<file path="config.mk">
export PLATFORM = sky130hd
export DESIGN_NAME = op_handler_dispatcher
export DESIGN_NICKNAME = d
export VERILOG_FILES = /design/src/rtl/op_handler_dispatcher.sv
export SDC_FILE = /design/constraint.sdc
export NUM_CORES = 1
export LEC_CHECK = 0
export ABC_AREA = 1
export ABC_CLOCK_PERIOD_IN_PS = 2480
export BUFFER_PORTS_ARGS = -buffer_cell sky130_fd_sc_hd__clkbuf_2
export CAP_MARGIN = 5
export CELL_PAD_IN_SITES_DETAIL_PLACEMENT = 1
export CELL_PAD_IN_SITES_GLOBAL_PLACEMENT = 2
export CORE_ASPECT_RATIO = 1.2
export CORE_UTILIZATION = 25
export CTS_CLUSTER_DIAMETER = 120
export DETAILED_ROUTE_END_ITERATION = 7
export GPL_ROUTABILITY_DRIVEN = 0
export HOLD_SLACK_MARGIN = 0.15
export PLACE_DENSITY = 0.69
export SETUP_SLACK_MARGIN = 0.2
export SYNTH_ARGS = -nofsm -noshare
export SYNTH_HDL_FRONTEND = slang
export SYNTH_SLANG_ARGS = --single-unit
</file>
<file path="constraint.sdc">
create_clock -name clk -period 2.48 [get_ports clk]
set_clock_uncertainty 0.2 [all_clocks]
set_input_delay 0.372 -clock clk [delete_from_list [all_inputs] [get_ports clk]]
set_output_delay 0.372 -clock clk [all_outputs]
set_load 0.03 [all_outputs]
</file>
<file path="src/rtl/op_handler_dispatcher.sv">
// rtl/op_handler_dispatcher.sv - routes opcodes to downstream handlers through a programmable table
//
// Purpose: looks up op_cmd in a 2**CMD_WIDTH x 4-bit routing table, starts the
// selected handler with a one-cycle h_trigger pulse and reports its completion
// as a one-cycle done pulse. Entries that name a handler >= NUM_HANDLERS fall
// back to DEFAULT_HANDLER.
// Optional feature macro: OP_DISPATCH_TIMEOUT_EN (WAIT_DONE watchdog + sticky err).
//
// Ports:
//   clk, reset            - clock, asynchronous active-high reset
//   op_cmd, trigger       - upstream opcode command and start pulse
//   rdy, done             - able to accept (IDLE only), completion pulse
//   map_wr_en/cmd/idx     - routing table write port
//   h_trigger             - per-handler start pulse (registered)
//   h_done, h_rdy         - per-handler completion and ready
//   busy_idx              - handler index of the op in flight
//   err                   - sticky watchdog timeout flag
module op_handler_dispatcher #(
  parameter int NUM_HANDLERS    = 3,
  parameter int CMD_WIDTH       = 4,
  parameter int DEFAULT_HANDLER = 2,
  parameter int TIMEOUT_CYCLES  = 1000000
) (
  input  logic                    clk,
  input  logic                    reset,
  input  logic [CMD_WIDTH-1:0]    op_cmd,
  input  logic                    trigger,
  output logic                    rdy,
  output logic                    done,
  input  logic                    map_wr_en,
  input  logic [CMD_WIDTH-1:0]    map_wr_cmd,
  input  logic [3:0]              map_wr_idx,
  output logic [NUM_HANDLERS-1:0] h_trigger,
  input  logic [NUM_HANDLERS-1:0] h_done,
  input  logic [NUM_HANDLERS-1:0] h_rdy,
  output logic [3:0]              busy_idx,
  output logic                    err
);

  localparam int         DEPTH   = 1 << CMD_WIDTH;
  localparam logic [3:0] DEF_IDX = 4'(DEFAULT_HANDLER);

  localparam logic [1:0] ST_IDLE      = 2'd0;
  localparam logic [1:0] ST_DISPATCH  = 2'd1;
  localparam logic [1:0] ST_WAIT_DONE = 2'd2;

  generate
    if (NUM_HANDLERS < 2 || NUM_HANDLERS > 16 || DEFAULT_HANDLER < 0 ||
        DEFAULT_HANDLER >= NUM_HANDLERS || TIMEOUT_CYCLES < 2) begin : g_bad_params
      $error("op_handler_dispatcher: illegal parameter combination");
    end
  endgenerate

  logic [1:0]              state_q, state_d;
  logic [3:0]              table_q [DEPTH];
  logic [3:0]              table_d [DEPTH];
  logic [3:0]              busy_idx_q, busy_idx_d;
  logic [NUM_HANDLERS-1:0] h_trigger_q, h_trigger_d;
  logic                    done_q, done_d;

  logic [3:0]  raw_idx;
  logic [3:0]  lookup_idx;
  logic [15:0] h_rdy_ext;
  logic [15:0] h_done_ext;
  logic [15:0] onehot;
  logic        accept;

`ifdef OP_DISPATCH_TIMEOUT_EN
  localparam logic [31:0] CNT_LAST = 32'(TIMEOUT_CYCLES - 1);
  logic [31:0] cnt_q, cnt_d;
  logic        err_q, err_d;
`endif

  // Handler vectors are widened to 16 bits so a 4-bit index always selects in range.
  assign h_rdy_ext  = 16'(h_rdy);
  assign h_done_ext = 16'(h_done);

  // Lookup reads the registered table, so a same-cycle write only affects later ops.
  assign raw_idx    = table_q[op_cmd];
  assign lookup_idx = (int'(raw_idx) >= NUM_HANDLERS) ? DEF_IDX : raw_idx;
  assign onehot     = 16'(1) << lookup_idx;

  assign rdy    = (state_q == ST_IDLE) && h_rdy_ext[lookup_idx];
  assign accept = trigger && rdy;

  always_comb begin
    state_d     = state_q;
    busy_idx_d  = busy_idx_q;
    h_trigger_d = '0;
    done_d      = 1'b0;
    table_d     = table_q;
    if (map_wr_en) begin
      table_d[map_wr_cmd] = map_wr_idx;
    end
`ifdef OP_DISPATCH_TIMEOUT_EN
    cnt_d = cnt_q;
    err_d = err_q;
`endif
    case (state_q)
      ST_IDLE: begin
        if (accept) begin
          state_d     = ST_DISPATCH;
          busy_idx_d  = lookup_idx;
          h_trigger_d = onehot[NUM_HANDLERS-1:0];
`ifdef OP_DISPATCH_TIMEOUT_EN
          cnt_d = '0;
`endif
        end
      end
      ST_DISPATCH: begin
        state_d = ST_WAIT_DONE;
      end
      ST_WAIT_DONE: begin
        // Only the latched handler can complete the op; other h_done bits are ignored.
        if (h_done_ext[busy_idx_q]) begin
          done_d  = 1'b1;
          state_d = ST_IDLE;
        end
`ifdef OP_DISPATCH_TIMEOUT_EN
        else if (cnt_q == CNT_LAST) begin
          done_d  = 1'b1;
          err_d   = 1'b1;
          state_d = ST_IDLE;
        end else begin
          cnt_d = cnt_q + 32'd1;
        end
`endif
      end
      default: begin
        state_d = ST_IDLE;
      end
    endcase
  end

  always_ff @(posedge clk or posedge reset) begin
    if (reset) begin
      state_q     <= ST_IDLE;
      busy_idx_q  <= DEF_IDX;
      h_trigger_q <= '0;
      done_q      <= 1'b0;
      for (int i = 0; i < DEPTH; i++) begin
        table_q[i] <= DEF_IDX;
      end
`ifdef OP_DISPATCH_TIMEOUT_EN
      cnt_q <= '0;
      err_q <= 1'b0;
`endif
    end else begin
      state_q     <= state_d;
      busy_idx_q  <= busy_idx_d;
      h_trigger_q <= h_trigger_d;
      done_q      <= done_d;
      table_q     <= table_d;
`ifdef OP_DISPATCH_TIMEOUT_EN
      cnt_q <= cnt_d;
      err_q <= err_d;
`endif
    end
  end

  assign h_trigger = h_trigger_q;
  assign done      = done_q;
  assign busy_idx  = busy_idx_q;
`ifdef OP_DISPATCH_TIMEOUT_EN
  assign err = err_q;
`else
  assign err = 1'b0;
`endif

endmodule

</file>
# [Word-level counts from Yosys, hierarchy flattened]
# Cells that the tools add are included.
[op_classes] order_cmp=6 bitwise=2 n_reduce_logical=6 mux=18 n_eq_ne=4 shifts=1
[op_table] cell="$bwmux W64" n=1
[op_table] cell="$bmux W4 S4" n=1
[op_table] cell="$demux W4 S4" n=1
[op_table] cell="$mux W4" n=4
[op_table] cell="$ge A5 B5 Y1 const B" n=2
[op_table] cell="$lt A4 B5 Y1 const B" n=2
[op_table] cell="$not A4 Y5" n=2
[op_table] cell="$bmux W1 S4" n=2
[op_table] cell="$mux W3" n=2
[op_table] cell="$pmux W2 S3" n=1
[op_table] cell="$lt A5 B1 Y1 const B" n=1
[op_table] cell="$ge A4 B2 Y1 const B" n=1
[op_table] cell="$mux W1" n=4
[op_table] cell="$mux W2" n=2
[op_table] cell="$ne A2 B2 Y1 const B" n=2
[op_table] cell="$reduce_and A2 Y1" n=2
[op_table] cell="$shl A1 B4 Y3 const A" n=1
[op_table] cell="$logic_and A1 B1 Y1" n=3
[op_table] cell="$eq A2 B1 Y1 const B" n=1
[op_table] cell="$eq A2 B2 Y1 const B" n=1
[op_table] cell="$logic_not A2 Y1" n=1
[word_totals] wordCells=57 regBits=74 output_inout_bits=10

# [Logic depth before layout (Yosys ltp)]
# Gate-level depths: netlist of the first run.
[depth] word_depth=12 mapped_depth=15

# [Least setup slack after synthesis of the first run]
# OpenSTA, ideal clock, no wires.
[synth_path] path_type="input to output" startpoint="input port op_cmd[0]" endpoint="output port rdy" t_required_ns=1.908 path_stages=13 slack_ns=0.384 n_path_buf=2 arrival_ns=1.524 path_cell_list="buf_6 -> inv_4 -> buf_6 -> nand2_1 -> nand3_1 -> nand3_1 -> nand3_1 -> nand2_1 -> inv_2 -> nand4_1 -> nand3_2 -> nand2_1 -> inv_1"
[synth_between] elab_chain_len=9
[synth_rtl] element="from (decl)" line_no="26" source="input logic [CMD_WIDTH-1:0] op_cmd,"
[synth_rtl] element="$not A4 Y5 (not written as such) (*)" line_no="79" source="assign raw_idx = table_q[op_cmd];"
[synth_rtl] element="$bmux W4 S4 (*)" line_no="79"
[synth_rtl] element="$mux W4 (not written as such) (*) (2 in series)" line_no="79"
[synth_rtl] element="$ge A4 B2 Y1" line_no="80" source="assign lookup_idx = (int'(raw_idx) >= NUM_HANDLERS) ? DEF_IDX : raw_idx;"
[synth_rtl] element="$mux W4 (*)" line_no="80"
[synth_rtl] element="$bmux W1 S4 (*)" line_no="83" source="assign rdy = (state_q == ST_IDLE) && h_rdy_ext[lookup_idx];"
[synth_rtl] element="$mux W1 (not written as such) (*)" line_no="83"
[synth_rtl] element="$logic_and A1 B1 Y1 (*)" line_no="83"
[synth_rtl] element="to (decl)" line_no="28" source="output logic rdy,"
# Every way passes the cells marked *; elsewhere a longest branch is shown, timed or not. The select of a mux whose other input is x is not followed.

# [Worst setup path after layout of the first run]
[layout_path] startpoint="register table_q[5] in the netlist's numbering" endpoint="output port rdy"
[layout_between] elab_chain_len=8
[layout_rtl] element="from (decl)" line_no="55" source="logic [3:0] table_q [DEPTH];"
[layout_rtl] element="from (signal assigned)" line_no="153" source="table_q <= table_d;"
[layout_rtl] element="$bmux W4 S4 (*)" line_no="79"
[layout_rtl] element="$mux W4 (not written as such) (*) (2 in series)" line_no="79"
[layout_rtl] element="$ge A4 B2 Y1" line_no="80"
[layout_rtl] element="$mux W4 (*)" line_no="80"
[layout_rtl] element="$bmux W1 S4 (*)" line_no="83"
[layout_rtl] element="$mux W1 (not written as such) (*)" line_no="83"
[layout_rtl] element="$logic_and A1 B1 Y1 (*)" line_no="83"
# Marked as above.

==> results.txt, run 1 <==
* Status: finished, final reports clean
- Chip Width: ~110 um
* Mapped Area: 3486 um^2
- CTS tree: built
- Element type at the critical path start: register
- The area growth from synthesis to layout is 23.22%.
- Dominant cell by count in the synthesized netlist: nand2_1
* Overflow left after global routing: 0
- Of the total power, the share spent switching nets is 29.28%.
* Die outline area: 14420 um^2
* Top cells by instance count after synthesis: nand2_1, inv_1, dfrtp_1, o21ai_0, nor2_1
* Number of fill cells: about 1600
* Maximum buffer depth of the clock tree: 2
- Post-layout minimum cycle time: approximately 2.4 ns
- The region available for standard cell placement spans 13410 um^2.
- The analysis attributes to cell leakage a power of 2.128 nW.
* Antenna violations before repair: 0
- Setup repair after global routing could not meet its margin everywhere.
- The setup check on the worst reg-to-reg path leaves a slack of 0.55 ns.
- The floorplan has 46 rows.
* Met3 Routed Length: 277 um
- Normalized max-slew margin: between 50 and 60%
* Avg WL per Cell: 15.44 um
- STA classifies the critical path endpoint as an output port.
- The number of max-slew violations in the final report is 0.
* Share of synthesized area occupied by flip-flops and latches: 53.73%
- Residual antenna-violating net count after detailed routing: 0
- The critical path is of the reg -> out type.
- The highest layer touched by signal routing is met4.
- Clock H-tree levels: 3
- The internal power of the cells totals 2.793 mW.
- # nets final: 504
* Power per unit of standard cell area: 919.4 nW/um^2
* Count of synthesis-stage warnings from yosys: 0
* First-pass GRT wire length: 16.59 mm
- Final hold analysis gives a worst-case slack of 0.1903 ns.
* Wl on met1: 4.553 mm
- Counting flops with a built-in enable in the synthesized netlist gives 0.
* Met2 wire len: roughly 5.2 mm
* Clock tree root driver cell: clkbuf_16
* Final hold violation count: 0
- Area after detailed placement: 3854 um^2
- Clock-pin slew reported for the worst setup and hold paths after clock tree synthesis: 0.06 ns
* Share of flip-flops with an asynchronous set or reset: 100.0%
- Clock power share: between 30% and 40%
- Number of instances in the placed design: between 600 and 700
* Layout cells sized above 1: 19.10%
- The analysis attributes to net switching a power of approximately 1.2 mW.
- Via count: 2919
* Antenna cell count: 0
* Final wirelength: just over 10 mm
* I/O pin count: 32
- Clk sink count: 74
- Proportion of netlist area held by the largest area contributor: 40.92%
- At the pin with the least slew margin, the transition time is 0.6592 ns.
- Required time of the critical path: roughly 1.9 ns
- The finished layout holds 655 standard cells, fillers aside.
* Cell count after synthesis: 439
- In this run the vertical extent of the chip is 131.4 um.
- The number of different library cells used by synthesis comes to 27.
- Counting every net in the synthesized netlist gives 461.
- Number of register bits inferred by synthesis: 74
- Max-capacitance violation count: 0
- Number of detailed-routing iterations run before antenna repair: 4
- Worst IR drop on VDD: 412.7 uV
- For the worst-skew pair, the clock arrives at the later sink with an insertion delay of 0.33 ns.
* Largest net degree at the start of global routing: 75
- Most common flop cell mapped by yosys: dfrtp_1
- For this run, design rule violations remaining after detail routing come to 0.
- Final period util: between 90% and 100%
- Combinational logic burns 19.7% of the power.
- With fillers left out, the area of the finished cells amounts to 4295 um^2.
- Data arrival time at the worst-slack endpoint: 1.86 ns
- Static timing analysis puts the maximum clock frequency at 411.6 MHz.
* Effective utilization at floorplan: about a quarter
* Part of the power in registers: 42.0%
- Worst hold-check path type: in -> reg
- Sum of net half-perimeters after detailed placement: roughly 7.1 mm
* Via/cell ratio: 4.456
* Crit-path max FO: 4
- Number of buffers inserted by port buffering: 30
* Average size of a mapped cell: 7.940 um^2
* GRT Util Overall: approximately 15%
- By area the synthesized netlist is led by dfrtp_1, nand2_1, dfstp_2.
- After the first detailed-routing iteration, the DRC count stood at around 190.
- The largest total area in the synthesized netlist belongs to dfrtp_1.
* Total clock buffers created by CTS: 9
- Setup violations remaining at the end of the flow were counted as 0.
* Via count of the first global-routing pass: slightly above 3000
final timing paths:
kind / startpoint / end / depth (start not counted)
setup / recovery: table_q[5] / rdy / 13
hold / removal: map_wr_idx[3] / table_q[11] / 3
setup reg to reg: table_q[5] / busy_idx[0] / 14
hold reg to reg: state_q[1] / state_q[1] / 1
max in group asynchronous: reset / table_q[1] / 4
min in group asynchronous: reset / table_q[22] / 4
cells by family (layout without fill, tap and decap cells):
kind of cell | Yosys count | after routing | synth area share (%)
AO/OA/AOI/OAI | 67 | 67 | 9.691
buffers and inverters | 74 | 122 | 9.009
flip-flops | 74 | 74 | 53.73
other | 1 | 1 | 0.1076
AND/OR/NAND/NOR | 223 | 223 | 27.46
metal layers:
layer	GRT usage, %	vias to the layer above
li1	-	1456
met4	4.889	0
met5	0	-
met3	2.431	9
met1	19.51	1410
met2	26.01	44
flip-flops by register name, summed over array words and instances (netlist names):
name / flops
busy_idx: 4
h_trigger: 3
table_q: 64
done: 1
state_q: 2
repair_timing:
item	4_1_cts	5_1_grt
setup endpoints to repair	1	1
hold endpoints to repair	65	0
resized for setup	3	9
setup buffers	2	1
pin swaps	3	7
hold buffers	5	0
gates cloned	0	0
power groups by stage:
stage,Combinational [mW],Clock [mW],Sequential [mW]
6_report,0.777,1.51,1.66
5_1_grt,0.896,1.60,1.69
4_1_cts,0.780,1.55,1.66
3_5_place_dp,0.751,0,1.68
3_3_place_gp,0.728,0,1.67
2_1_floorplan,0.491,0,1.69
through the flow:
step	utilization (%)	TNS, ns	setup slack [ns]	power (mW)
detailed placement	28.74	0	0.04480	2.431
CTS	31.87	0	0.0006213	3.990
floorplan	-	0	0.3840	2.179
global placement	28.74	0	0.05527	2.397
finish	32.03	0	0.05033	3.949
global route	32.03	-0.1036	-0.1036	4.193
final cells by class:
cell class | instances | area, um^2 | area share, %
clock inverters | 7 | 116.4 | 2.709
multi-input cells | 291 | 1316 | 30.64
flip-flops and latches | 74 | 1873 | 43.61
repair buffers | 44 | 315.3 | 7.341
well taps | 168 | 210.2 | 4.894
clock buffers | 9 | 225.2 | 5.243
inverters | 62 | 239.0 | 5.564
placed cells by master (no fill, tap or decap), drive strengths merged, types with 2 or more instances in the layout:
| cell type | instances |
|---|---|
| a21oi | 14 |
| buf | 10 |
| bufinv | 3 |
| clkbuf | 38 |
| clkinv | 2 |
| clkinvlp | 2 |
| dfrtp | 57 |
| dfstp | 17 |
| dlygate4sd3 | 5 |
| inv | 62 |
| nand2 | 128 |
| nand3 | 39 |
| nand3b | 2 |
| nand4 | 4 |
| nor2 | 45 |
| nor3 | 3 |
| o21ai | 52 |
worst max-delay path: stages, from the launching register on:
cell     delay, ns
dfstp_2       0.54
nand2_2       0.05
nand3_1       0.08
nand2_1       0.07
nand2_2       0.06
nand2_1       0.05
nand2_1       0.07
nand3_2       0.13
nand2_2       0.10
nand2_2       0.05
nand3_2       0.08
nand2_2       0.05
inv_2         0.07
buf_8         0.11
Power figures use the tool's default switching activity.
==> run 2: changes to the inputs <==
- RECOVER_POWER: not set -> 100
- SETUP_SLACK_MARGIN: 0.2 -> 0.05
==> results.txt, run 2 (synthesized netlist as in run 1, its figures left out) <==
- The run finished with clean final reports.
* DRC errors left: 0
- From left edge to right edge, the die measures 109.8 um.
* Clock H-tree levels: 3
- Total clock buffers created by CTS: 9
- Logic gate share of total power: 20.1%
* Setup ws final: 0.04195 ns
* Storage cell area: ~1900 um^2
- Critical path class: reg -> out
- Cell with the largest stage delay on the worst path: dfstp_2
- VDD sags by at most ~380 uV.
* Met2 wire len: between 5 and 6 mm
- The final number of hold-violating endpoints came to 0.
- Element type at the critical path start: register
- The routed design has 10.01 mm of wire.
- For this block, the initial DRC count from the detailed router was about 120.
- The number of max-slew violations in the final report was 0.
* Sw power: 1.145 mW
* RSZ-0062 raised after global routing: yes
- For this design the static power due to leakage is 2.055 nW.
* Largest stage delay on the critical path: 0.54 ns
- I/O pin count: 32
* Maximum clock rate: 410.2 MHz
- In this run the cell area measured after placement is 3845 um^2.
- The worst hold path belongs to the class in -> reg.
- For this run, the detailed router's first-pass iteration total came to 5.
- Row generation in the floorplan step produced between 40 and 50 rows.
- Traced cell by cell, the critical path runs through nand2_1 > nand3_1 > nand2_1 > nand2_1 > nand2_1 > nand2_1 > nand3_2 > nand2_2 > nand2_2 > nand3_2 > nand2_2 > inv_2 > buf_8.
* Data arrival time at the worst-slack endpoint: 1.87 ns
- Dividing the detail-routed wire length by the instance count gives 15.30 um.
- Counting flops per register, the top entry is table_q.
- At the pin with the least slew margin, the transition time is 0.8757 ns.
* Commonest cells after routing, fill and taps aside: nand2_1, inv_1, dfrtp_1
- Counting the fill cells in the layout gives about 1700.
- TNS Setup: 0 ns
* Most common library cell in the layout ignoring fill and taps: nand2_1
- Summing all multi-input logic gate instances after layout gives 1304 um^2.
* Critical path's most frequent cell: nand2_1
* Overflow left after global routing: 0
- Total setup violations reported at the end of the flow: 0
- The worst register-to-register path begins at table_q[13].
* Final total power: 3.712 mW
- Post-route cell area: 4184 um^2
* Effective utilization at floorplan: between 20% and 30%
* Latest clock arrival within the worst-skew pair: approximately 0.34 ns
* Normalized max-slew margin: 41.62%
* Met3 Routed Length: 273 um
- Layout cells sized above 1: between 10% and 20%
- The die is between 100 and 150 um tall.
- Of the total power, registers draw 44.5%.
* Endpoint kind of the worst setup timing path: output port
- Entering global routing, the biggest net connects 61 pins.
- The clock net in this run drives a total of 74 sinks.
* Highest layer used for signal routing: met4
- Clock-pin slew reported for the worst setup and hold paths after clock tree synthesis: 0.06 ns
- The routed layout has 2919 vias.
- Number of cells in the finished layout apart from fillers: 654
* First-pass GRT wire length: 16.50 mm
- Required time of the critical path: 1.91 ns
- Fraction of the core area covered by cells at the end of the flow: slightly above 30%
- Register-to-register setup slack: 0.53 ns
- Clock tree root driver cell: clkbuf_16
- For this run, the post-layout net count is between 500 and 600.
- The via count of the first global-routing pass was 3129.
- Final period util: 98.31%
* Residual antenna-violating net count after detailed routing: 0
- Via/cell ratio: between 4 and 5
- Timing analysis after detailed placement gives a worst setup slack of 0.06072 ns.
* Antenna cell count: 0
* Critical path startpoint: table_q[13]
* Worst R2R Path Depth: 14
* Placeable core region: 13410 um^2
* Clock power share: 35.4%
- Across all hold checks on the routed design, the worst slack comes to 0.1506 ns.
* Max reg flops: 64
- Internal power contribution: 2.567 mW
* Top cell family by delay on the critical path: simple AND/OR/NAND/NOR gates
- Switching Share: between 30 and 40%
- For this run, the total global-route usage over all layers was measured as approximately 15%.
- Power per unit of standard cell area: 887.2 nW/um^2
- The floorplan step defined a die boundary enclosing 14420 um^2.
- Wl on met1: between 4 and 5 mm
- Post-layout minimum cycle time: 2.438 ns
- Number of instances in the placed design: 632
- Syn-to-layout area delta: 20.03%
- Path length in cells of the critical path: 13
- During placement, the flow inserted port buffers numbering 30.
- In this run the critical register-to-register path is captured at busy_idx[0].
* Crit-path max FO: 4
* Sum of net half-perimeters after detailed placement: between 7 and 8 mm
- The initial antenna violation count is 0.
* Crit path capture: rdy
* Max-capacitance violation count: 0
- In this run the deepest clock path goes through 2 buffers.
- CTS tree: built
* Buffers plus inverters on the worst setup path: 2
==> run 2: worst register-to-register path: cells and delay by family, from the launching register on <==
kind / cells / cell delay (ns)
buffers and inverters: 1 / 0.12
DFF: 1 / 0.54
and+or+nand+nor: 13 / 0.99
==> run 2: worst min-delay path by stage <==
stage                        from          end  depth (start not counted)
finish              map_wr_idx[3]   table_q[7]                          3
floorplan             table_q[18]  table_q[18]                          2
detailed placement          reset  table_q[22]                          2
global placement            reset  table_q[22]                          2
global route        map_wr_idx[3]   table_q[7]                          3
CTS                 map_wr_idx[3]   table_q[7]                          3
==> run 2: layout make-up <==
| type | instances | share of cell area, % |
|---|---|---|
| clock buffers | 9 | 5.383 |
| clock inverters | 7 | 1.675 |
| inverters | 62 | 5.622 |
| multi-input cells | 291 | 31.16 |
| flip-flops and latches | 74 | 44.77 |
| well taps | 168 | 5.024 |
| repair buffers | 43 | 6.370 |
==> run 2: metal layers <==
metal | GRT usage, % | vias to the layer above
met2 | 26.39 | 38
met1 | 18.81 | 1405
met5 | 0 | -
met3 | 3.075 | 14
met4 | 5.630 | 0
li1 | - | 1462
==> run 2: what timing repair did <==
| item | in CTS | in global routing |
|---|---|---|
| hold buffers | 5 | 0 |
| setup buffers | 1 | 0 |
| resized for setup | 2 | 5 |
| setup endpoints to repair | 1 | 1 |
| pin swaps | 2 | 5 |
| cloned | 0 | 0 |
| endpoints found under the hold margin | 21 | 0 |
==> run 2: power groups by stage <==
stage | registers, mW | clock network, mW | logic, mW
after detailed placement | 1.67 | 0 | 0.746
after global placement | 1.67 | 0 | 0.724
after floorplan | 1.69 | 0 | 0.491
after global routing | 1.69 | 1.39 | 0.869
final | 1.65 | 1.31 | 0.748
after CTS | 1.65 | 1.36 | 0.768
